### src/rtl/sseg_pkg.sv
// Shared segment patterns and helpers for the multiplexed seven-segment driver.
// Patterns are active-high, bit order g,f,e,d,c,b,a.
package sseg_pkg;

  typedef logic [6:0] seg_t;

  localparam seg_t SEG_0    = 7'b0111111;
  localparam seg_t SEG_1    = 7'b0000110;
  localparam seg_t SEG_2    = 7'b1011011;
  localparam seg_t SEG_3    = 7'b1001111;
  localparam seg_t SEG_4    = 7'b1100110;
  localparam seg_t SEG_5    = 7'b1101101;
  localparam seg_t SEG_6    = 7'b1111101;
  localparam seg_t SEG_7    = 7'b0000111;
  localparam seg_t SEG_8    = 7'b1111111;
  localparam seg_t SEG_9    = 7'b1101111;
  localparam seg_t SEG_A    = 7'b1110111;
  localparam seg_t SEG_B    = 7'b1111100;
  localparam seg_t SEG_C    = 7'b0111001;
  localparam seg_t SEG_D    = 7'b1011110;
  localparam seg_t SEG_E    = 7'b1111001;
  localparam seg_t SEG_F    = 7'b1110001;
  localparam seg_t SEG_DASH = 7'b1000000;
  localparam seg_t SEG_OFF  = 7'b0000000;

  // Convert an active-high pattern to the pin polarity.
  function automatic seg_t seg_polarity(input seg_t s, input logic active_low);
    return active_low ? ~s : s;
  endfunction

endpackage

### src/rtl/sseg_decode.sv
// Combinational 4-bit code to active-high seven-segment pattern.
// Codes above 9 show a dash unless hex_mode is set.
module sseg_decode
  import sseg_pkg::*;
(
  input  logic [3:0] code,
  input  logic       hex_mode,
  output logic [6:0] seg
);

  always_comb begin
    seg = SEG_DASH;
    case (code)
      4'd0:  seg = SEG_0;
      4'd1:  seg = SEG_1;
      4'd2:  seg = SEG_2;
      4'd3:  seg = SEG_3;
      4'd4:  seg = SEG_4;
      4'd5:  seg = SEG_5;
      4'd6:  seg = SEG_6;
      4'd7:  seg = SEG_7;
      4'd8:  seg = SEG_8;
      4'd9:  seg = SEG_9;
      4'd10: seg = hex_mode ? SEG_A : SEG_DASH;
      4'd11: seg = hex_mode ? SEG_B : SEG_DASH;
      4'd12: seg = hex_mode ? SEG_C : SEG_DASH;
      4'd13: seg = hex_mode ? SEG_D : SEG_DASH;
      4'd14: seg = hex_mode ? SEG_E : SEG_DASH;
      default: seg = hex_mode ? SEG_F : SEG_DASH;
    endcase
  end

endmodule

### src/rtl/sseg_scan_driver.sv
// Time-multiplexed multi-digit seven-segment driver with frame-synchronised
// loading, leading-zero blanking, decimal points and selectable polarity.
module sseg_scan_driver
  import sseg_pkg::*;
#(
  parameter int NUM_DIGITS     = 4,
  parameter int REFRESH_DIV    = 50000,
  parameter int HEX_MODE       = 0,
  parameter int SEG_ACTIVE_LOW = 1,
  parameter int AN_ACTIVE_LOW  = 1
) (
  input  logic                    clk,
  input  logic                    rst,
  input  logic [4*NUM_DIGITS-1:0] digits_in,
  input  logic [NUM_DIGITS-1:0]   dp_in,
  input  logic                    load,
  input  logic                    blank_lz,
  output logic [6:0]              sseg_out,
  output logic                    dp_out,
  output logic [NUM_DIGITS-1:0]   anode,
  output logic                    frame_done
);

  localparam int unsigned DW = 4 * NUM_DIGITS;
  localparam int unsigned PW = (REFRESH_DIV > 2) ? $clog2(REFRESH_DIV) : 1;
  localparam int unsigned IW = (NUM_DIGITS > 1) ? $clog2(NUM_DIGITS) : 1;
  localparam logic SEG_INV = (SEG_ACTIVE_LOW != 0);
  localparam logic AN_INV  = (AN_ACTIVE_LOW != 0);

  logic [PW-1:0]         prescaler;
  logic [IW-1:0]         idx;
  logic                  started;
  logic [DW-1:0]         pending;
  logic [NUM_DIGITS-1:0] pending_dp;
  logic                  pending_valid;
  logic [DW-1:0]         shadow;
  logic [NUM_DIGITS-1:0] shadow_dp;

  logic                  tick;
  logic                  last;
  logic                  frame_start;
  logic [IW-1:0]         idx_n;
  logic [DW-1:0]         shadow_n;
  logic [NUM_DIGITS-1:0] shadow_dp_n;
  logic [NUM_DIGITS-1:0] lz;
  logic                  run;
  logic [3:0]            code;
  logic                  dp_sel;
  logic                  blank_sel;
  logic [6:0]            pattern;
  logic [6:0]            seg_n;
  logic [NUM_DIGITS-1:0] onehot;

  assign tick        = (prescaler == PW'(REFRESH_DIV - 1));
  assign last        = (idx == IW'(NUM_DIGITS - 1));
  // The first tick after reset starts a frame but is not a wrap.
  assign frame_start = tick && (!started || last);
  assign idx_n       = frame_start ? '0 : idx + IW'(1);
  assign onehot      = NUM_DIGITS'(1) << idx_n;

  // Frame-boundary commit; a load on that same edge bypasses pending.
  always_comb begin
    shadow_n    = shadow;
    shadow_dp_n = shadow_dp;
    if (frame_start) begin
      if (load) begin
        shadow_n    = digits_in;
        shadow_dp_n = dp_in;
      end else if (pending_valid) begin
        shadow_n    = pending;
        shadow_dp_n = pending_dp;
      end
    end
  end

  // lz[i] is set when digit i and all higher digits are zero.
  always_comb begin
    lz  = '0;
    run = 1'b1;
    for (int i = NUM_DIGITS - 1; i >= 0; i--) begin
      run   = run & (shadow_n[4*i +: 4] == 4'd0);
      lz[i] = run;
    end
  end

  always_comb begin
    code      = 4'd0;
    dp_sel    = 1'b0;
    blank_sel = 1'b0;
    for (int i = 0; i < NUM_DIGITS; i++) begin
      if (idx_n == IW'(i)) begin
        code      = shadow_n[4*i +: 4];
        dp_sel    = shadow_dp_n[i];
        blank_sel = blank_lz && (i != 0) && lz[i];
      end
    end
  end

  sseg_decode u_decode (
    .code     (code),
    .hex_mode (HEX_MODE != 0),
    .seg      (pattern)
  );

  assign seg_n = blank_sel ? SEG_OFF : pattern;

  always_ff @(posedge clk or posedge rst) begin
    if (rst) begin
      prescaler     <= '0;
      idx           <= '0;
      started       <= 1'b0;
      pending       <= '0;
      pending_dp    <= '0;
      pending_valid <= 1'b0;
      shadow        <= '0;
      shadow_dp     <= '0;
      sseg_out      <= seg_polarity(SEG_OFF, SEG_INV);
      dp_out        <= SEG_INV;
      anode         <= AN_INV ? '1 : '0;
      frame_done    <= 1'b0;
    end else begin
      prescaler  <= tick ? '0 : prescaler + PW'(1);
      frame_done <= tick && started && last;
      if (frame_start) begin
        pending_valid <= 1'b0;
      end else if (load) begin
        pending       <= digits_in;
        pending_dp    <= dp_in;
        pending_valid <= 1'b1;
      end
      if (tick) begin
        started   <= 1'b1;
        idx       <= idx_n;
        shadow    <= shadow_n;
        shadow_dp <= shadow_dp_n;
        sseg_out  <= seg_polarity(seg_n, SEG_INV);
        dp_out    <= dp_sel ^ SEG_INV;
        anode     <= AN_INV ? ~onehot : onehot;
      end
    end
  end

endmodule

### config.mk
export PLATFORM = sky130hd
export DESIGN_NAME = sseg_scan_driver
export DESIGN_NICKNAME = d
export VERILOG_FILES = /design/src/rtl/sseg_pkg.sv /design/src/rtl/sseg_decode.sv /design/src/rtl/sseg_scan_driver.sv
export SDC_FILE = /design/constraint.sdc
export NUM_CORES = 1
export LEC_CHECK = 0
export BUFFER_PORTS_ARGS = -buffer_cell sky130_fd_sc_hd__buf_2
export CAP_MARGIN = 20
export CORE_ASPECT_RATIO = 1.2
export CORE_UTILIZATION = 40
export CTS_CLUSTER_SIZE = 24
export DETAILED_ROUTE_END_ITERATION = 12
export HOLD_SLACK_MARGIN = 0.08
export SLEW_MARGIN = 10
export SYNTH_ARGS = -nofsm -noshare
export SYNTH_HDL_FRONTEND = slang
export SYNTH_SLANG_ARGS = --single-unit
export TNS_END_PERCENT = 1
### constraint.sdc
create_clock -name clk -period 7.1 [get_ports clk]
set_input_delay 0.71 -clock clk [delete_from_list [all_inputs] [get_ports clk]]
set_output_delay 0.71 -clock clk [all_outputs]
set_load 0.1 [all_outputs]
-- Yosys cells after proc, flatten, opt, wreduce, memory -nomap -nowiden
Index checks and enable logic that the tools add are counted.
- register bits after elaboration: 73
- $add $sub $neg: 2
- equal/unequal tests: 14
- shift-type cells: 1
- muxes and demuxes: 23
- bitwise logic cells: 6
- reductions and logical operators: 15
- operators with widths (cell ; number):
    $pmux 7 s10 ; 1
    $mux 16 ; 4
    $mux 4 ; 7
    $add 16x1->16 const B ; 1
    $eq 16x16->1 const B ; 1
    $eq 4x3->1 const B ; 4
    $logic_not 4->1 ; 4
    $mux 1 ; 9
    $eq 4x2->1 const B ; 2
    $eq 4x4->1 const B ; 2
    $mux 7 ; 1
    $not 7->7 ; 1
    $eq 2x2->1 const B ; 3
    $logic_and 1x1->1 ; 6
    $eq 4x1->1 const B ; 1
    $not 4->4 ; 1
    $shl 1x2->4 const A ; 1
    $add 2x1->2 const B ; 1
    $and 1x1->1 ; 2
    $eq 2x1->1 const B ; 1
    $logic_not 2->1 ; 1
    $mux 2 ; 1
    $not 1->1 ; 2
    $reduce_and 2->1 ; 1
    3 further kinds ; 3

-- Logic depth before layout (Yosys ltp)
Gate-level depths: netlist (run 1).
- depth in word-level cells: 13
- depth in mapped cells: 14
- mapped depth without buffers: 10

-- Hierarchy
A second synthesis (run 1) with hierarchy kept.
- cells, all modules: 396
- area, all modules: 3875.0 µm²
- by module, submodules not included (module ; instances ; cells an instance ; area each (µm²) ; seq. area each (µm²)):
    sseg_scan_driver ; 1 ; 356 ; 3618.5 ; 1841.8
    sseg_decode ; 1 ; 40 ; 256.5 ; 0.0

-- Worst setup path before layout (run 1)
No wires, ideal clock.
- kind: input to register
- start: input load
- end: register sseg_out[1]
- library setup time: 0.080 ns
- arrival: 2.710 ns
- setup slack: 4.311 ns
- stages: 10
- buffers on the path: 1
- cells stage by stage: buf_2 or3b_2 o21ai_0 nor3_1 a31oi_1 o21ai_0 a311o_4 or2_4 a21o_1 o22a_1
- cells in the longest elaborated chain, start to end: 11
- ends and longest elaborated chain (element ; RTL line ; RTL):
    start, declared ; sseg_scan_driver.sv:16 ; input logic load,
    $mux 16 * ; sseg_scan_driver.sv:66 ; if (load) begin
    $mux 16 * ; sseg_scan_driver.sv:65 ; if (frame_start) begin
    parallel branches: the longest is 7 deep, another holds $pmux 7 s10 ; -- ;
    $mux 7 * ; sseg_scan_driver.sv:105 ; assign seg_n = blank_sel ? SEG_OFF : pattern;
    $not 7->7 * ; sseg_pkg.sv:28 ; return active_low ? ~s : s;
    end signal, assigned ; sseg_scan_driver.sv:117 ; sseg_out <= seg_polarity(SEG_OFF, SEG_INV);
    end signal, assigned ; sseg_scan_driver.sv:136 ; sseg_out <= seg_polarity(seg_n, SEG_INV);
    end, declared ; sseg_scan_driver.sv:18 ; output logic [6:0] sseg_out,
Every way passes the cells marked *.
A chain may end at the register's enable or synchronous reset.

-- Final worst setup path (run 1)
- start: register prescaler[0]
- end: register sseg_out[2]
- cells in the longest elaborated chain, start to end: 12
- ends and longest elaborated chain (element ; RTL line ; RTL):
    start, declared ; sseg_scan_driver.sv:30 ; logic [PW-1:0] prescaler;
    start signal, assigned ; sseg_scan_driver.sv:122 ; prescaler <= tick ? '0 : prescaler + PW'(1);
    $eq 16x16->1 * ; sseg_scan_driver.sv:54 ; assign tick = (prescaler == PW'(REFRESH_DIV - 1));
    $logic_and 1x1->1 ; sseg_scan_driver.sv:57 ; assign frame_start = tick && (!started || last);
    $mux 2 / $mux 16 (equally long branches) ; sseg_scan_driver.sv:58, sseg_scan_driver.sv:65 ;
    $logic_not 2->1 / $logic_not 4->1 (equally long branches) ; sseg_scan_driver.sv:91, sseg_scan_driver.sv:81 ;
    $mux 4 / $and 1x1->1 (equally long branches) (2 in a row) ; sseg_scan_driver.sv:91, sseg_scan_driver.sv:81 ;
    $mux 4 / $logic_and 1x1->1 (equally long branches) ; sseg_scan_driver.sv:91, sseg_scan_driver.sv:94 ;
    $mux 4 / $mux 1 (equally long branches) ; sseg_scan_driver.sv:91 ; if (idx_n == IW'(i)) begin
    $eq 4x4->1 (tied with other cells) ; sseg_decode.sv:13 ; case (code)
    $pmux 7 s10 / $mux 1 (equally long branches) ; sseg_decode.sv:13, sseg_scan_driver.sv:91 ;
    $mux 7 ; sseg_scan_driver.sv:105 ;
    $not 7->7 ; sseg_pkg.sv:28 ;
Every way passes the cells marked *; elsewhere a longest branch is shown, timed or not.

==> summary.txt, run 1 <==
Timing
  • Fmax: 251 MHz
  • Slew Limit Headroom: 0.379
  • Final TNS setup: 0 ns
  • Final min period: 3.99 ns
  • Finish-stage setup viols: 0
  • Fin crit share: 0.562
  • Final Max Slew Viols: 0
  • Slew @ Worst Pin: 0.929 ns
  • Layout Skew: 0.00669 ns
  • Final Hold Vio Count: 0
  • Unrepaired setup endpoints after global routing: no

Setup path
  • Worst path bufs/invs: 1
  • Arr. time, crit path: 4.28 ns
  • Crit path largest cell delay: 0.70 ns
  • Crit-path max FO: 23
  • Worst EP required: 7.40 ns
  • CP startpoint kind: flip-flop
  • Critical Path Sink Type: flip-flop
  • Type of the worst setup path: flip-flop to flip-flop
  • CP delay by family, top: compound AO/OA/AOI/OAI gates
  • Crit-path cells: ha_1, and3_1, and4_1, buf_4, nand2_2, a221o_2, o41ai_1, a32oi_1, o41ai_4, a21o_1, o22a_1
  • Worst path slowest cell: and4_1
  • Setup slack, reg-to-reg: 3.11 ns

Finish
  • Commonest non-fill, non-tap cell in the layout: dfrtp_1
  • Fillers: 866
  • Most frequent cells in the layout: dfrtp_1, nor2_1, buf_2, nand2_1, a21oi_1
  • Synth-to-Final Area Change: 12.3%
  • Share of post-route cells with drive strength above 1: 0.277
  • # nets final: 415
  • Antenna cells: 0

Logic synthesis
  • Main combinational cell family by area after synthesis: compound AO/OA/AOI/OAI gates
  • Synth unique cells: 63
  • Sequential share of the synthesized area: 0.491
  • Synth Area in Compound Gates: 0.194
  • Async S/R FF share, synth: 1.00
  • Syn nets: 384
  • Mux cell area share after synthesis: 0.0623
  • Syn avg cell area: 10.5 um^2
  • Post-synthesis cell count: 358
  • Prevailing post-synth register cell: dfrtp_1
  • Post-Synth Simple-Gate Area: 0.178
  • Synth Area in XOR/XNOR: 0.0327
  • Adder-Cell Fraction of Synth Area: 0.00667
  • Flop and latch count out of synthesis: 73
  • YS warnings: 0
  • Number of synthesized flops with an enable pin: 0
  • Post-Syn Area: 3750 um^2

Die
  • Chip width: 90.4 um
  • Initial core utilization: 0.413
  • Cell Rows: 38
  • IO Count: 37
  • Core area: 9080 um^2
  • Die area: 9780 um^2
  • Die Span Y: 108 um

Power and ir drop
  • Static leakage: 1.89 nW
  • Pwr dens: 196 nW/um^2
  • Max VDD drop: 106 uV
  • PnR Total Power: 827 uW

Clock tree
  • Total clock sinks: 73
  • Clk buf depth: 2
  • CTS clock-pin slew for the worst setup and hold paths: 0.08 ns
  • Total CTS buffers: 9
  • Number of setup buffers added after CTS: 0
  • Cts repair resizes: 0
  • H-tree depth: 3
  • Hold-fix buffers, CTS: 0
  • Clock Root Buffer: clkbuf_8
  • Worst-skew pair later-pin latency: 0.35 ns
  • CTS tree: yes

Routing
  • Detailed-route via count: 2842
  • Antenna-violating nets left: 0
  • Total Wirelength: 8.56 mm
  • WL/cell: 16.7 um
  • DR iter-0 viols: 143
  • Drt drc: 0
  • Vias per cell: 5.53
  • Router iterations before antenna repair: 4

GRT
  • First-pass GRT wire length: 14.3 mm
  • Initial antenna violation count: 0
  • Largest net degree at the start of global routing: 74
  • GRT Overall Usage: 0.189
  • Number of global-route vias before repair: 2871
  • Grt ovf: 0

Placed design
  • Final RePlAce weighted congestion: 0.866
  • DP HPWL: 5.88 mm
  • PortBufs: 36

Flow run
  • MaxCap Viol Count: 0

Status
  • Status: complete, no violations

Min path
  • Worst Hold Class: flip-flop to flip-flop
through the flow:
stage / hold WS, ns / util / cell area (um^2) / instances / worst slack [ns]
floorplan: 0.450 / - / 3750 / 358 / 4.31
global placement: 0.466 / 0.442 / 4010 / 498 / 3.22
detailed placement: 0.474 / 0.442 / 4010 / 498 / 3.11
CTS: 0.485 / 0.464 / 4220 / 514 / 3.09
global route: 0.516 / 0.464 / 4220 / 514 / 2.86
finish: 0.483 / 0.464 / 4220 / 514 / 3.11
sequential cells by signal, indices dropped and copies added (netlist names):
register / count
anode: 4
dp_out: 1
frame_done: 1
idx: 2
pending: 16
pending_dp: 4
pending_valid: 1
prescaler: 16
shadow: 16
shadow_dp: 4
sseg_out: 7
started: 1
worst paths after layout:
kind | endpoint | start | depth (start not counted)
worst min-delay path | prescaler[0]$_DFF_PP0_ | prescaler[0]$_DFF_PP0_ | 1
min in group asynchronous | shadow[1]$_DFFE_PP0N_ | rst | 3
worst max register to register | sseg_out[2]$_DFFE_PP1N_ | prescaler[0]$_DFF_PP0_ | 11
worst max-delay path | sseg_out[2]$_DFFE_PP1N_ | prescaler[0]$_DFF_PP0_ | 11
max in group asynchronous | shadow_dp[2]$_DFFE_PP0N_ | rst | 3
worst min register to register | prescaler[0]$_DFF_PP0_ | prescaler[0]$_DFF_PP0_ | 1
routing by layer:
metal  routed length [um]  up-vias  track usage
li1                     -     1370            -
met1                 3990     1405        0.244
met2                 4140       55        0.309
met3                  310       12       0.0457
met4                  128        0       0.0737
met5                    0        -            0
Yosys cell counts (2+ instances only):
master | instances | area (um^2)
a221o_1 | 6 | 60.1
buf_1 | 3 | 11.3
nor3_1 | 7 | 35.0
nand3_1 | 14 | 70.1
xnor2_1 | 7 | 61.3
a21o_1 | 8 | 60.1
a211oi_1 | 3 | 22.5
o22a_1 | 7 | 61.3
a31oi_1 | 5 | 31.3
a211oi_2 | 2 | 25.0
inv_1 | 7 | 26.3
and3_1 | 4 | 25.0
xor2_1 | 7 | 61.3
o31ai_1 | 6 | 45.0
clkbuf_1 | 8 | 30.0
nand2b_1 | 5 | 31.3
and2_1 | 2 | 12.5
mux2_2 | 19 | 214
o21ai_0 | 12 | 60.1
o22ai_1 | 4 | 25.0
dfrtp_1 | 61 | 1530
nor2_1 | 39 | 146
nor2b_1 | 3 | 18.8
buf_6 | 2 | 22.5
buf_2 | 5 | 25.0
nand2_1 | 28 | 105
a21oi_1 | 22 | 110
mux2i_1 | 2 | 20.0
nand3b_1 | 2 | 15.0
nor3b_1 | 8 | 60.1
o221a_2 | 6 | 67.6
dfstp_2 | 12 | 315
ha_1 | 2 | 25.0
cells by family (layout without fill, tap and decap cells):
group / count (synthesis) / in the layout
xor+xnor: 14 / 14
compound gates: 94 / 94
fa+ha+maj: 2 / 2
simple gates: 126 / 126
flops: 73 / 73
mux: 21 / 21
buf+inv: 28 / 64
power breakdown:
part / leakage (nW) / total [mW] / switching [mW] / internal, mW
combinational: 0.909 / 0.0520 / 0.0277 / 0.0242
sequential: 0.889 / 0.437 / 0.00706 / 0.430
clock: 0.0949 / 0.338 / 0.166 / 0.172
total: 1.89 / 0.827 / 0.200 / 0.626
layout make-up:
| cell class | instances | area (um^2) | share of cell area |
|---|---|---|---|
| flip-flops and latches | 73 | 1840 | 0.437 |
| multi-input cells | 257 | 1780 | 0.422 |
| repair buffers | 40 | 210 | 0.0499 |
| well taps | 120 | 150 | 0.0356 |
| clock buffers | 10 | 138 | 0.0326 |
| clock inverters | 6 | 66.3 | 0.0157 |
| inverters | 8 | 30.0 | 0.00712 |
No activity file was read; power rests on OpenSTA's default activity.
==> run 2, diff against run 1 <==
Clock period 7.1 ns to 3.3 ns, I/O delays scaled along.
==> summary.txt, run 2 (same netlist as run 1, synthesis figures left out) <==
Timing
  • Fin crit share: 0.932
  • Finish-stage setup viols: 0
  • Slew Limit Headroom: 0.487
  • Final Hold Vio Count: 0
  • Final Max Slew Viols: 0
  • Layout Skew: 0.0141 ns
  • Final min period: 3.07 ns
  • Fmax: 325 MHz
  • Unrepaired setup endpoints after global routing: yes
  • Slew @ Worst Pin: 0.767 ns

Die
  • Chip width: 90.4 um
  • Initial core utilization: 0.413
  • Cell Rows: 38
  • Die Span Y: 108 um
  • Core area: 9080 um^2
  • Die area: 9780 um^2
  • IO Count: 37

Finish
  • Largest registers: pending (16), prescaler (16), shadow (16)
  • Post-layout instance area: 4350 um^2
  • Share of post-route cells with drive strength above 1: 0.300
  • Most frequent cells in the layout: dfrtp_1, nor2_1, buf_2, nand2_1, a21oi_1
  • # nets final: 428
  • Commonest non-fill, non-tap cell in the layout: dfrtp_1
  • Fillers: 866
  • Fin cells: 527
  • Synth-to-Final Area Change: 16.0%
  • Antenna cells: 0

Power and ir drop
  • Pwr dens: 410 nW/um^2
  • Static leakage: 1.98 nW
  • Max VDD drop: 184 uV

Routing
  • Total Wirelength: 8.98 mm
  • Max layer used: met4
  • Antenna-violating nets left: 0
  • Router iterations before antenna repair: 4
  • WL/cell: 17.0 um
  • Met1 WL: 4.00 mm
  • Drt drc: 0
  • DR iter-0 viols: 195
  • Met3 Routed Length: 336 um
  • Detailed-route via count: 2984
  • Metal2 WL: 4.38 mm
  • Vias per cell: 5.66

Setup path
  • Type of the worst setup path: flip-flop to flip-flop
  • Crit-path max FO: 15
  • Worst EP required: 3.60 ns
  • Crit path launch: prescaler[0]$_DFF_PP0_
  • Setup slack, reg-to-reg: 0.23 ns
  • FF-to-FF End: sseg_out[1]$_DFFE_PP1N_
  • Critical Path Stages: 11
  • Worst path bufs/invs: 1
  • Worst R2R Start: prescaler[0]$_DFF_PP0_
  • Worst reg2reg path depth: 11
  • CP delay by family, top: compound AO/OA/AOI/OAI gates
  • Arr. time, crit path: 3.37 ns
  • Crit path largest cell delay: 0.39 ns
  • Worst path slowest cell: dfrtp_1
  • CP startpoint kind: flip-flop
  • Critical path endpoint: sseg_out[1]$_DFFE_PP1N_
  • Crit-path cells: ha_1, and3_1, and4_4, buf_4, a21oi_1, o221a_4, o41ai_1, a32oi_1, o41ai_4, a21o_1, o22a_1
  • Critical Path Sink Type: flip-flop

GRT
  • GRT Overall Usage: 0.203
  • First-pass GRT wire length: 15.4 mm
  • Initial antenna violation count: 0
  • Grt ovf: 0
  • Number of global-route vias before repair: 3060
  • Largest net degree at the start of global routing: 39

Clock tree
  • Worst-skew pair later-pin latency: 0.35 ns
  • Total CTS buffers: 9
  • CTS tree: yes
  • Cts repair resizes: 0
  • Number of setup buffers added after CTS: 0
  • CTS clock-pin slew for the worst setup and hold paths: 0.08 ns
  • Hold-fix buffers, CTS: 0
  • Total clock sinks: 73
  • Clk buf depth: 2
  • H-tree depth: 3
  • Clock Root Buffer: clkbuf_8

Min path
  • Worst Hold Class: input port to asynchronous set/reset pin

Status
  • Status: complete, no violations

Placed design
  • Placed Area: 4140 um^2
  • Final RePlAce weighted congestion: 0.817
  • PortBufs: 36
  • DP HPWL: 6.36 mm
  • Placed cells: 511

Flow run
  • MaxCap Viol Count: 0
==> run 2: cell types whose count changed in the layout (fill, tap and decap cells not counted), sizes merged <==
cell      previous run  this run
clkinv               2         3
clkinvlp             3         1
clkbuf              10        12
inv                  8         7
buf                 40        53
==> run 2: worst min-delay path by stage <==
stage / from / endpoint / slack (ns)
after global placement: pending[15]$_DFFE_PP0P_ / pending[15]$_DFFE_PP0P_ / 0.47
after detailed placement: anode[0]$_DFFE_PP1N_ / anode[0]$_DFFE_PP1N_ / 0.47
final: rst / shadow[12]$_DFFE_PP0N_ / 0.11
after global routing: rst / prescaler[2]$_DFF_PP0_ / 0.19
after floorplan: pending[15]$_DFFE_PP0P_ / pending[15]$_DFFE_PP0P_ / 0.45
after CTS: rst / shadow[12]$_DFFE_PP0N_ / 0.14
==> run 2: metrics by stage <==
stage	total power, mW	TNS, ns	util	hold slack, ns	worst slack (ns)
after floorplan	1.03	0	-	0.450	0.566
after global placement	1.07	0	0.455	0.466	0.275
after detailed placement	1.08	0	0.455	0.468	0.167
after CTS	1.81	0	0.478	0.145	0.155
after global routing	1.87	-0.0241	0.479	0.186	-0.0182
final	1.79	0	0.479	0.113	0.225
==> run 2: final cells by class <==
class                   count  area (um^2)  share of cell area
inverters                   8         30.0             0.00690
multi-input cells         257         1790               0.412
clock buffers              12          155              0.0356
well taps                 120          150              0.0345
clock inverters             4         51.3              0.0118
flip-flops and latches     73         1840               0.423
repair buffers             53          333              0.0765
==> run 2: report_power, final <==
part	switching [mW]	internal, mW
Sequential	0.0163	0.925
Combinational	0.0617	0.0551
Clock	0.336	0.391
Total	0.414	1.37
==> run 2: routing by layer <==
layer,up-vias,track usage
met5,-,0
met4,0,0.106
met1,1492,0.260
met3,18,0.0295
li1,1403,-
met2,71,0.334
==> run 3, diff against run 2 <==
Settings changed: CELL_PAD_IN_SITES_DETAIL_PLACEMENT from default to 0, CELL_PAD_IN_SITES_GLOBAL_PLACEMENT from default to 1, PLACE_DENSITY_LB_ADDON from default to 0.1.
==> summary.txt, run 3 (same netlist as run 1, synthesis figures left out) <==
Setup path
  • Crit-path max FO: 7
  • Arr. time, crit path: 3.38 ns
  • CP startpoint kind: flip-flop
  • FF-to-FF End: sseg_out[3]$_DFFE_PP1N_
  • Type of the worst setup path: flip-flop to flip-flop
  • Setup slack, reg-to-reg: 0.20 ns
  • Critical Path Sink Type: flip-flop
  • Worst R2R Start: prescaler[0]$_DFF_PP0_
  • Worst EP required: 3.58 ns
  • Worst reg2reg path depth: 11

Routing
  • Drt drc: 0
  • DR iter-0 viols: 151
  • Router iterations before antenna repair: 4
  • Detailed-route via count: 2905
  • Total Wirelength: 8.99 mm
  • WL/cell: 17.0 um
  • Antenna-violating nets left: 0
  • Vias per cell: 5.49

Power and ir drop
  • Switch Pwr: 411 uW
  • Clock network power share: 0.392
  • Logic pwr share: 0.067
  • Part of the power in registers: 0.540
  • P_int: 1.33 mW
  • PnR Total Power: 1.74 mW
  • Pwr dens: 402 nW/um^2
  • Static leakage: 1.97 nW
  • Max VDD drop: 206 uV
  • Switch share: 0.236

Timing
  • Final min period: 3.10 ns
  • Fmax: 323 MHz
  • Final TNS setup: 0 ns
  • Layout Skew: 0.0126 ns
  • Worst hold margin: 0.118 ns
  • Final Max Slew Viols: 0
  • Unrepaired setup endpoints after global routing: no
  • Slew Limit Headroom: 0.484
  • Slew @ Worst Pin: 0.773 ns
  • Finish-stage setup viols: 0
  • Fin crit share: 0.939
  • Final Hold Vio Count: 0

Finish
  • # nets final: 430
  • FF/Latch Area: 1840 um^2
  • Area of the multi-input gates: 1780 um^2
  • Antenna cells: 0
  • Largest registers: pending (16), prescaler (16), shadow (16)
  • Most frequent cells in the layout: dfrtp_1, nor2_1, buf_2, nand2_1, a21oi_1
  • Commonest non-fill, non-tap cell in the layout: dfrtp_1
  • Share of post-route cells with drive strength above 1: 0.301
  • Fillers: 880
  • Synth-to-Final Area Change: 15.3%

Die
  • Cell Rows: 38
  • IO Count: 37
  • Die Span Y: 108 um
  • Die area: 9780 um^2
  • Chip width: 90.4 um
  • Initial core utilization: 0.413
  • Core area: 9080 um^2

GRT
  • Largest net degree at the start of global routing: 40
  • GRT Overall Usage: 0.201
  • Grt ovf: 0
  • First-pass GRT wire length: 15.1 mm
  • Initial antenna violation count: 0
  • Number of global-route vias before repair: 2928

Clock tree
  • Total clock sinks: 73
  • Total CTS buffers: 9
  • Worst-skew pair later-pin latency: 0.35 ns
  • Clk buf depth: 2
  • CTS clock-pin slew for the worst setup and hold paths: 0.08 ns
  • Clock Root Buffer: clkbuf_8
  • H-tree depth: 3
  • Number of setup buffers added after CTS: 0
  • CTS tree: yes

Flow run
  • MaxCap Viol Count: 0

Status
  • Status: complete, no violations

Min path
  • Worst Hold Class: input port to asynchronous set/reset pin

Placed design
  • PortBufs: 36
  • Final RePlAce weighted congestion: 0.789
  • DP HPWL: 6.56 mm
==> run 3: cell types whose count changed in the layout (fill, tap and decap cells not counted) <==
cell | previous run | this run
clkbuf_1 | 1 | 2
nand4_2 | 0 | 1
nand4_4 | 1 | 0
clkinv_2 | 1 | 2
and4_2 | 0 | 1
buf_12 | 2 | 1
clkbuf_8 | 11 | 9
and4_4 | 1 | 0
buf_4 | 15 | 18
==> run 3: area by class of cell <==
cell class | instances | area share
clock buffer | 11 | 0.0304
clock inverter | 5 | 0.0130
inverter | 8 | 0.00694
multi-input combinational | 257 | 0.412
sequential | 73 | 0.426
tap | 120 | 0.0347
timing repair buffer | 55 | 0.0775
==> run 3: worst max-delay path, stage by stage, from the launching register on <==
cell,delay (ns)
dfrtp_1,0.39
ha_1,0.20
and3_1,0.27
nand4_2,0.26
buf_4,0.27
nor4b_1,0.22
o21ai_0,0.16
a311oi_1,0.44
a211oi_2,0.20
and2_1,0.21
a22o_1,0.25
o22a_1,0.15
==> run 3: per-layer routing <==
metal,track usage,wire length (um),vias to the layer above
met2,0.339,4420,50
met1,0.260,4170,1427
li1,-,-,1417
met5,0,0,-
met4,0.0691,130,0
met3,0.0380,274,11
==> run 3: worst max-delay path by stage <==
stage                                 startpoint                 endpoint
after global routing      prescaler[1]$_DFF_PP0_  sseg_out[3]$_DFFE_PP1N_
after global placement    prescaler[0]$_DFF_PP0_  sseg_out[3]$_DFFE_PP1N_
final                     prescaler[0]$_DFF_PP0_  sseg_out[3]$_DFFE_PP1N_
after floorplan           prescaler[0]$_DFF_PP0_  sseg_out[3]$_DFFE_PP1N_
after detailed placement  prescaler[0]$_DFF_PP0_  sseg_out[1]$_DFFE_PP1N_
after CTS                 prescaler[0]$_DFF_PP0_  sseg_out[2]$_DFFE_PP1N_
==> run 3: power by group through the flow <==
stage | combinational, mW | clock (mW) | sequential [mW]
floorplan | 0.0788 | 0 | 0.952
global placement | 0.119 | 0 | 0.957
detailed placement | 0.120 | 0 | 0.957
CTS | 0.120 | 0.702 | 0.940
global route | 0.133 | 0.743 | 0.944
finish | 0.117 | 0.683 | 0.941
==> run 3: metrics by stage <==
step	setup WS, ns	area (um^2)	utilization	std cells
4_1_cts	0.142	4330	0.476	529
3_5_place_dp	0.175	4140	0.456	513
3_3_place_gp	0.264	4140	0.456	513
5_1_grt	0.000795	4330	0.476	529
2_1_floorplan	0.566	3750	-	358
6_report	0.201	4330	0.476	529
==> run 3: what timing repair did <==
item / 4_1_cts / 5_1_grt
endpoints found under the setup margin: 0 / 4
resized for setup: 0 / 1
hold buffers: 0 / 0
